<file path="src/rtl/div_sequencer_pkg.sv">
// Shared constants and types for the EX-stage divider.
//   div_state_e      : sequencer state encoding
//   DIV_RESULT_W     : width of the {remainder, quotient} result bus
//   DIV/DIVU_CONTROL : function codes the hazard unit decodes to raise start
package div_sequencer_pkg;

  typedef enum logic [1:0] {
    DIV_IDLE   = 2'b00,
    DIV_BYZERO = 2'b01,
    DIV_ON     = 2'b10,
    DIV_END    = 2'b11
  } div_state_e;

  localparam int DIV_RESULT_W = 64;

  localparam logic [5:0] DIV_CONTROL  = 6'b011010;
  localparam logic [5:0] DIVU_CONTROL = 6'b011011;

endpackage

</file>
<file path="src/rtl/div_sequencer_step.sv">
// One restoring-division iteration, purely combinational.
//   i_rem     : partial remainder (always < i_divisor)
//   i_quo     : dividend bits still to shift in, quotient bits shifted in below
//   i_divisor : divisor magnitude
//   o_rem     : next partial remainder
//   o_quo     : next dividend/quotient shift register
module div_step #(
  parameter int WIDTH = 32
) (
  input  logic [WIDTH-1:0] i_rem,
  input  logic [WIDTH-1:0] i_quo,
  input  logic [WIDTH-1:0] i_divisor,
  output logic [WIDTH-1:0] o_rem,
  output logic [WIDTH-1:0] o_quo
);

  logic [WIDTH:0] w_trial;
  logic [WIDTH:0] w_diff;

  // Shift the next dividend bit into the remainder; one extra bit so the
  // borrow of the trial subtract lands in the MSB.
  assign w_trial = {i_rem, i_quo[WIDTH-1]};
  assign w_diff  = w_trial - {1'b0, i_divisor};

  always_comb begin
    if (!w_diff[WIDTH]) begin
      o_rem = w_diff[WIDTH-1:0];
      o_quo = {i_quo[WIDTH-2:0], 1'b1};
    end else begin
      o_rem = w_trial[WIDTH-1:0];
      o_quo = {i_quo[WIDTH-2:0], 1'b0};
    end
  end

endmodule

</file>
<file path="src/rtl/div_sequencer.sv">
// Multi-cycle radix-2 restoring divider for the EX stage.
//   clk        : core clock, rising edge
//   rst        : asynchronous reset, active high
//   start      : division request from the hazard unit
//   signed_div : 1 = DIV, 0 = DIVU, sampled with start in IDLE
//   opdata1    : dividend, sampled in IDLE
//   opdata2    : divisor, sampled in IDLE
//   annul      : exception flush, abandons any operation
//   hold       : EX stalled elsewhere, keep presenting the result
//   result     : {remainder, quotient} -> {HI, LO}
//   ready      : result valid
// Takes 32 iteration cycles; divide-by-zero short-circuits to a zero result.
module div_sequencer
  import div_sequencer_pkg::*;
#(
  parameter int WIDTH = 32,
  parameter int CNT_W = 6
) (
  input  logic               clk,
  input  logic               rst,
  input  logic               start,
  input  logic               signed_div,
  input  logic [WIDTH-1:0]   opdata1,
  input  logic [WIDTH-1:0]   opdata2,
  input  logic               annul,
  input  logic               hold,
  output logic [2*WIDTH-1:0] result,
  output logic               ready
);

  localparam logic [CNT_W-1:0] LAST_STEP = CNT_W'(WIDTH - 1);

  div_state_e         r_state;
  logic [CNT_W-1:0]   r_cnt;
  logic [WIDTH-1:0]   r_quo;      // dividend shifting out, quotient shifting in
  logic [WIDTH-1:0]   r_divisor;
  logic [WIDTH-1:0]   r_rem;
  logic               r_quo_neg;
  logic               r_rem_neg;
  logic [2*WIDTH-1:0] r_result;
  logic               r_ready;

  logic               w_s1;
  logic               w_s2;
  logic [WIDTH-1:0]   w_mag1;
  logic [WIDTH-1:0]   w_mag2;
  logic [WIDTH-1:0]   w_step_rem;
  logic [WIDTH-1:0]   w_step_quo;
  logic [WIDTH-1:0]   w_quo_fix;
  logic [WIDTH-1:0]   w_rem_fix;

  // Magnitudes wrap on WIDTH bits: the most negative value stays as its
  // unsigned magnitude, which is what makes MIN/-1 come out as MIN.
  assign w_s1   = signed_div & opdata1[WIDTH-1];
  assign w_s2   = signed_div & opdata2[WIDTH-1];
  assign w_mag1 = w_s1 ? (~opdata1 + 1'b1) : opdata1;
  assign w_mag2 = w_s2 ? (~opdata2 + 1'b1) : opdata2;

  div_step #(.WIDTH(WIDTH)) u_step (
    .i_rem     (r_rem),
    .i_quo     (r_quo),
    .i_divisor (r_divisor),
    .o_rem     (w_step_rem),
    .o_quo     (w_step_quo)
  );

  // Sign fix-up is applied to the final step's output so the result is
  // registered on the same edge that enters END.
  assign w_quo_fix = r_quo_neg ? (~w_step_quo + 1'b1) : w_step_quo;
  assign w_rem_fix = r_rem_neg ? (~w_step_rem + 1'b1) : w_step_rem;

  always_ff @(posedge clk or posedge rst) begin
    if (rst) begin
      r_state   <= DIV_IDLE;
      r_cnt     <= '0;
      r_quo     <= '0;
      r_divisor <= '0;
      r_rem     <= '0;
      r_quo_neg <= 1'b0;
      r_rem_neg <= 1'b0;
      r_result  <= '0;
      r_ready   <= 1'b0;
    end else if (annul) begin
      // Flush wins everywhere; the last completed result is left in place.
      r_state <= DIV_IDLE;
      r_ready <= 1'b0;
    end else begin
      case (r_state)
        DIV_IDLE: begin
          r_ready <= 1'b0;
          if (start) begin
            if (opdata2 == '0) begin
              r_state <= DIV_BYZERO;
            end else begin
              r_state   <= DIV_ON;
              r_quo     <= w_mag1;
              r_divisor <= w_mag2;
              r_quo_neg <= w_s1 ^ w_s2;
              r_rem_neg <= w_s1;
              r_cnt     <= '0;
              r_rem     <= '0;
            end
          end
        end
        DIV_BYZERO: begin
          r_state  <= DIV_END;
          r_result <= '0;
          r_ready  <= 1'b1;
        end
        DIV_ON: begin
          r_rem <= w_step_rem;
          r_quo <= w_step_quo;
          r_cnt <= r_cnt + 1'b1;
          if (r_cnt == LAST_STEP) begin
            r_result <= {w_rem_fix, w_quo_fix};
            r_ready  <= 1'b1;
            r_state  <= DIV_END;
          end
        end
        DIV_END: begin
          if (!hold) begin
            r_state <= DIV_IDLE;
            r_ready <= 1'b0;
          end
        end
        default: begin
          r_state <= DIV_IDLE;
          r_ready <= 1'b0;
        end
      endcase
    end
  end

  assign result = r_result;
  assign ready  = r_ready;

endmodule

</file>
<file path="config.mk">
export PLATFORM = sky130hd
export DESIGN_NAME = div_sequencer
export DESIGN_NICKNAME = d
export VERILOG_FILES = /design/src/rtl/div_sequencer_pkg.sv /design/src/rtl/div_sequencer_step.sv /design/src/rtl/div_sequencer.sv
export SDC_FILE = /design/constraint.sdc
export NUM_CORES = 1
export LEC_CHECK = 0
export CAP_MARGIN = 20
export CORE_MARGIN = 3
export CORE_UTILIZATION = 40
export DETAILED_ROUTE_END_ITERATION = 12
export GPL_TIMING_DRIVEN = 1
export HOLD_SLACK_MARGIN = 0.06
export PLACE_DENSITY = 0.68
export SLEW_MARGIN = 10
export SYNTH_ARGS = -nofsm -noshare
export SYNTH_HDL_FRONTEND = slang
export SYNTH_HIERARCHICAL = 1
export SYNTH_SLANG_ARGS = --single-unit
export TNS_END_PERCENT = 1
</file>
<file path="constraint.sdc">
create_clock -name clk -period 5.1 [get_ports clk]
set_clock_uncertainty 0.15 [all_clocks]
set_input_delay 0.51 -clock clk [delete_from_list [all_inputs] [get_ports clk]]
set_output_delay 0.51 -clock clk [all_outputs]
set_load 0.005 [all_outputs]
</file>
==> results.json, run 1 <==
{
  "reg2reg_slack_ns": 0.22,
  "yosysSeqAreaShare": 0.354,
  "clockRootBuffer": "clkbuf_16",
  "routed_wirelength_um": 31800,
  "worst-path-max-fanout": 10,
  "tns_ns": 0,
  "rr_endpoint": "result[55]$_DFFE_PP0P_",
  "maxCapViolCount": 0,
  "io_pins": 135,
  "drt_first_pass_iters": 5,
  "postSynthAreaPerCell_um2": 8.50,
  "dp.cells": 1882,
  "final_util": 0.481,
  "synthCells": 1424,
  "syn-num-nets": 1537,
  "synth_edf_count": 0,
  "outcome": "complete, no violations",
  "dpl_cell_area_mm2": 0.0136,
  "place_hpwl_um": 24100,
  "setup_viol": 0,
  "die_h_um": 180,
  "core-area_mm2": 0.0297,
  "hold_start": "result[38]$_DFFE_PP0P_",
  "fillers": 2829,
  "via_count": 10444,
  "cts.reportedPaths.clkPinSlew_ns": 0.06,
  "layout.cells.non_filler": 1917,
  "syn_to_final_growth_pct": 18.2,
  "path_class": "reg2reg",
  "rsz0062_at_grt": "yes",
  "cts_tree": "yes",
  "hold_path_class": "reg2reg",
  "cts_buffers": 17,
  "period_share": 0.957,
  "ys.flop_type": "dfrtp_1",
  "power.density_mw_per_mm2": 606,
  "synth_seq_cells": 171,
  "fp.dieW_um": 180,
  "peakVddDrop_mv": 0.363,
  "hold_viol": 0,
  "grt_max_degree": 121,
  "finalPower_mw": 8.66,
  "h-tree-depth": 4,
  "start_util": 0.407,
  "yosysTopAreaCell": "dfrtp_1",
  "holdPathStages": 2,
  "critPathSlowestCell": "or4_4",
  "crit_family": "simple AND/OR/NAND/NOR gates",
  "synth_area_leaders": "dfrtp_1, o21ai_0, xor2_1",
  "startpoint_type": "flip-flop",
  "dieArea_mm2": 0.0324,
  "clkLatencyLatePin_ns": 0.44,
  "ant_nets": 0,
  "drt_iter0_drc": 878,
  "clock_sinks": 171,
  "async_reset_ff_frac": 1.00,
  "crit_chain": "inv_1 -> ha_2 -> fa_2 -> and2b_1 -> o2111ai_2 -> a21oi_2 -> o2111ai_2 -> a211oi_2 -> nor2_4 -> mux2i_4 -> and2_4 -> clkinv_8 -> mux2_4 -> or4_4 -> or4_4 -> o31a_1 -> a21oi_1 -> xor2_1 -> o21ai_1",
  "finalNetCount": 1628,
  "grt_overflow": 0,
  "cp-end-kind": "flip-flop",
  "cp_slowest_stage_delay_ns": 0.55,
  "grt_pass1_wl_um": 52100,
  "cp_num_buf_inv": 2,
  "synth_cell_types": 84,
  "antenna_found_initial": 2,
  "fmax_mhz": 205,
  "grt_use_total": 0.193,
  "rows": 63,
  "drc_errors": 0,
  "final_max_slew_viol_count": 0,
  "layout_min_cycle_time_ns": 4.88,
  "yosysWarnings": 6,
  "min_to": "result[38]$_DFFE_PP0P_",
  "slew_headroom": 0.301,
  "final_area_mm2": 0.0143,
  "reg2reg_from": "r_quo[31]$_DFFE_PP0P_",
  "io_buffers": 134,
  "drive_gt1_frac": 0.0931,
  "gp_congestion": 0.930,
  "critPathRequiredTime_ns": 5.24,
  "reg2reg_depth": 19,
  "via_per_inst": 5.45,
  "first_global_vias": 9798,
  "yosysTopAreaCellShare": 0.354,
  "cts_max_path_buffers": 2,
  "worst-slew-pin-transition_ns": 1.05,
  "synthesis.area_mm2": 0.0121,
  "critical_path_arrival_ns": 5.02,
  "leakagePower_nw": 6.17,
  "drt-wirelength-per-cell_um": 16.6
}
[final cells by class]
class	instances	area, um2	share of cell area
clock inverters	9	114	0.00796
diodes	1	2.50	0.000175
multi-input cells	1101	7090	0.496
inverters	53	215	0.0150
well taps	390	488	0.0341
flip-flops and latches	171	4280	0.299
clock buffers	21	470	0.0329
repair buffers	171	1650	0.115
[flip-flops by register name, summed over array words and instances (netlist names)]
signal and flops:
r_divisor 32, result 64, r_quo_neg 1, r_quo 32
r_rem_neg 1, ready 1, r_rem 32, r_state 2
r_cnt 6
[what timing repair did]
item / 4_1_cts / 5_1_grt
setup buffers: 0 / 4
hold buffers: 0 / 0
gates resized for setup: 2 / 12
endpoints found under the setup margin: 3 / 20
gates cloned: 0 / 0
pin swaps: 1 / 6
[cells by family (layout without fill, tap and decap cells)]
| logic type | Yosys count | in the layout | synth area share |
|---|---|---|---|
| xor+xnor | 142 | 142 | 0.103 |
| other cells | 0 | 1 | 0 |
| mux | 46 | 46 | 0.0482 |
| simple gates | 484 | 484 | 0.194 |
| buf+inv | 152 | 254 | 0.0666 |
| compound gates | 386 | 386 | 0.190 |
| fa+ha+maj | 43 | 43 | 0.0451 |
| flops | 171 | 171 | 0.354 |
[cell usage in the layout, fill, tap and decap left out, types with 18 or more instances in the layout]
cell	n
a21o_1	18
a21oi_1	89
a31oi_1	22
buf_4	34
clkdlybuf4s50_1	134
dfrtp_1	171
ha_1	40
inv_1	51
mux2_4	19
nand2_1	214
nand3_1	29
nor2_1	94
nor3_1	18
o21ai_0	167
o31ai_1	20
or3_1	22
xnor2_1	48
xor2_1	94
[power by group]
part           internal, mW  switching, mW  total [mW]
Combinational          2.24           2.96        5.21
Sequential             1.70          0.456        2.15
Clock                 0.757          0.548        1.30
Total                  4.70           3.97        8.66
[worst max-delay path by stage]
stage | start | end | cells past startpoint | slack, ns
floorplan | r_quo[31]$_DFFE_PP0P_ | result[59]$_DFFE_PP0P_ | 21 | -0.005
global placement | r_quo[31]$_DFFE_PP0P_ | result[60]$_DFFE_PP0P_ | 19 | 0.12
detailed placement | r_quo[31]$_DFFE_PP0P_ | result[52]$_DFFE_PP0P_ | 19 | -0.08
CTS | r_quo[31]$_DFFE_PP0P_ | result[63]$_DFFE_PP0P_ | 19 | 0.01
global route | r_quo[31]$_DFFE_PP0P_ | result[63]$_DFFE_PP0P_ | 19 | -0.03
finish | r_quo[31]$_DFFE_PP0P_ | result[55]$_DFFE_PP0P_ | 19 | 0.22
[layer usage]
metal,up-vias,track usage,wire [um]
li1,5160,-,-
met3,36,0.0257,1390
met1,5013,0.297,16200
met4,2,0.0517,498
met5,-,0,13
met2,233,0.285,13700
[stage by stage]
| stage | hold slack (ns) | worst slack, ns |
|---|---|---|
| global route | 0.346 | -0.0343 |
| detailed placement | 0.321 | -0.0840 |
| finish | 0.325 | 0.221 |
| global placement | 0.312 | 0.116 |
| floorplan | 0.301 | -0.00515 |
| CTS | 0.336 | 0.0147 |
[cells in the mapped netlist (all sizes together) (4+ instances only)]
cell type  count
a211oi         4
a21o          19
a21oi         93
a221o          6
a31oi         22
and2           5
and3          13
buf           54
clkbuf        43
dfrtp        171
ha            42
inv           53
mux2          31
mux2i         15
nand2        214
nand2b         6
nand3         29
nand3b         5
nand4          8
nor2          95
nor2b          4
nor3          18
nor3b          6
nor4          18
nor4b          4
o2111ai        5
o21a           8
o21ai        171
o21bai         5
o31ai         20
o41ai         17
or2            7
or3           23
or4           19
xnor2         48
xor2          94
[worst min-delay path: cells and delay by family, from the launching register on]
kind / cells / cell delay (ns)
flops: 1 / 0.34
compound gates: 1 / 0.05
simple gates: 1 / 0.04
Note: power is estimated with default switching activity, not from simulation.
==> run 2, diff against run 1 <==
- PLACE_DENSITY: 0.68 -> 0.66
- clock period: 5.1 -> 4.8 ns (I/O delays scaled with it)
==> results.json, run 2 (synthesis results as in run 1) <==
{
  "outcome": "finished, violations left",
  "violations": "setup timing",
  "cts_hold_buf": 0,
  "drive_gt1_frac": 0.126,
  "antenna_found_initial": 1,
  "routed_wirelength_um": 32600,
  "grt_overflow": 0,
  "pwr-share-comb": 0.622,
  "slew_headroom": 0.322,
  "dieArea_mm2": 0.0324,
  "hold_path_class": "reg2reg",
  "startpoint": "r_quo[31]$_DFFE_PP0P_",
  "layout_min_cycle_time_ns": 4.81,
  "largest_reg_flops": 64,
  "cp_slowest_stage_delay_ns": 0.54,
  "grt_max_degree": 172,
  "critical_path_arrival_ns": 4.96,
  "startpoint_type": "flip-flop",
  "first_global_vias": 9987,
  "path_class": "reg2reg",
  "io_pins": 135,
  "via_per_inst": 5.43,
  "cts.reportedPaths.clkPinSlew_ns": 0.07,
  "clkLatencyLatePin_ns": 0.44,
  "grt_use_total": 0.197,
  "period_share": 1.00,
  "dpl_cell_area_mm2": 0.0139,
  "power_switching_mw": 4.42,
  "critPathRequiredTime_ns": 4.95,
  "ant_nets": 0,
  "reg2reg_from": "r_quo[31]$_DFFE_PP0P_",
  "die_h_um": 180,
  "clock_sinks": 171,
  "hold_viol": 0,
  "syn_to_final_growth_pct": 21.5,
  "cts_max_path_buffers": 2,
  "leakagePower_nw": 6.42,
  "maxCapViolCount": 0,
  "seq_power_share": 0.235,
  "via_count": 10664,
  "cts_buffers": 17,
  "fillers": 2852,
  "critPathSlowestCell": "or4_4",
  "rsz0062_at_grt": "yes",
  "layout_common_cells": "nand2_1, dfrtp_1, o21ai_0",
  "crit_chain": "inv_1 -> ha_2 -> fa_2 -> and2b_1 -> o2111ai_2 -> a21oi_2 -> o2111ai_2 -> a211oi_2 -> nor2_4 -> mux2i_4 -> and2_4 -> inv_8 -> mux2_4 -> or4_4 -> or4_4 -> o31a_1 -> a21oi_2 -> xor2_1 -> o21ai_1",
  "drt_iter0_drc": 729,
  "drt-wirelength-per-cell_um": 16.6,
  "drc_errors": 0,
  "cts_tree": "yes",
  "worst-slew-pin-transition_ns": 1.02,
  "final_area_mm2": 0.0147,
  "setup_slack_ns": -0.00980,
  "place_hpwl_um": 24500,
  "core-area_mm2": 0.0297,
  "tns_ns": -0.0279,
  "rows": 63,
  "start_util": 0.407,
  "h-tree-depth": 4,
  "ff_latch_area_mm2": 0.00428,
  "intPower_mw": 5.45,
  "multi_input_area_mm2": 0.00716,
  "io_buffers": 134,
  "clockRootBuffer": "clkbuf_16",
  "fp.dieW_um": 180,
  "worst-path-max-fanout": 5,
  "grt_pass1_wl_um": 52800,
  "peakVddDrop_mv": 0.394,
  "fmax_mhz": 208,
  "finalNetCount": 1672,
  "cp-end-kind": "flip-flop",
  "cp_num_buf_inv": 2,
  "swShare": 0.448,
  "final_util": 0.495,
  "gp_congestion": 0.911,
  "crit_family": "simple AND/OR/NAND/NOR gates",
  "setup_viol": 4,
  "hold_start": "result[26]$_DFFE_PP0P_",
  "power.clock.fraction": 0.143,
  "power.density_mw_per_mm2": 671,
  "final_common_cell": "nand2_1",
  "drt_first_pass_iters": 5,
  "final_max_slew_viol_count": 0
}
-- run 2: cell types whose count changed in the layout (fill, tap and decap cells not counted), moves of 3 or more --
cell,delta
o21ai_1,+5
inv_6,+4
clkbuf_8,-3
o41ai_2,+3
o21ai_0,-5
o41ai_1,-3
buf_4,+43
-- run 2: power by group through the flow --
stage | logic (mW) | clock network, mW | registers, mW
2_1_floorplan | 4.35 | 0 | 2.00
3_3_place_gp | 5.62 | 0 | 2.29
3_5_place_dp | 5.72 | 0 | 2.31
4_1_cts | 5.90 | 1.45 | 2.29
5_1_grt | 6.76 | 1.51 | 2.37
6_report | 6.14 | 1.41 | 2.32
-- run 2: final timing paths --
check | slack, ns | depth (start not counted) | endpoint
worst max-delay path | -0.01 | 19 | result[59]$_DFFE_PP0P_
worst max register to register | -0.01 | 19 | result[59]$_DFFE_PP0P_
worst min register to register | 0.33 | 2 | result[26]$_DFFE_PP0P_
min in group asynchronous | 0.49 | 3 | result[8]$_DFFE_PP0P_
max in group asynchronous | 3.29 | 3 | r_divisor[15]$_DFFE_PP0P_
worst min-delay path | 0.33 | 2 | result[26]$_DFFE_PP0P_
-- run 2: tightest hold or removal path: cells and delay by family, from the launching register on --
family	cells	cell delay (ns)
AND/OR/NAND/NOR	1	0.05
AO/OA/AOI/OAI	1	0.06
flip-flops	1	0.34
-- run 2: routing by layer --
metal  GRT usage  wire length, um
met5           0                0
met4      0.0504              401
met3      0.0255             1800
met2       0.283            13900
met1       0.310            16500
-- run 2: area by class of cell --
class | instances | share of cell area
clock buffer | 18 | 0.0292
multi-input combinational | 1101 | 0.487
timing repair buffer | 214 | 0.134
clock inverter | 14 | 0.0106
inverter | 53 | 0.0143
sequential | 171 | 0.291
antenna | 1 | 0.000170
tap | 390 | 0.0332
timing repair inverter | 1 | 0.000425
-- run 2: through the flow --
| step | std cells | setup slack, ns | power, mW | hold slack, ns |
|---|---|---|---|---|
| 3_3_place_gp | 1924 | -0.0597 | 7.92 | 0.311 |
| 5_1_grt | 1963 | -0.210 | 10.6 | 0.354 |
| 4_1_cts | 1960 | 0.00970 | 9.65 | 0.335 |
| 3_5_place_dp | 1924 | -0.156 | 8.03 | 0.319 |
| 6_report | 1963 | -0.00980 | 9.87 | 0.331 |
| 2_1_floorplan | 1424 | -0.305 | 6.35 | 0.301 |
-- run 2: timing repair --
action | CTS | global route
cloned | 0 | 1
resized for setup | 12 | 18
setup buffers | 4 | 1
setup endpoints to repair | 21 | 26
pin swaps | 4 | 13
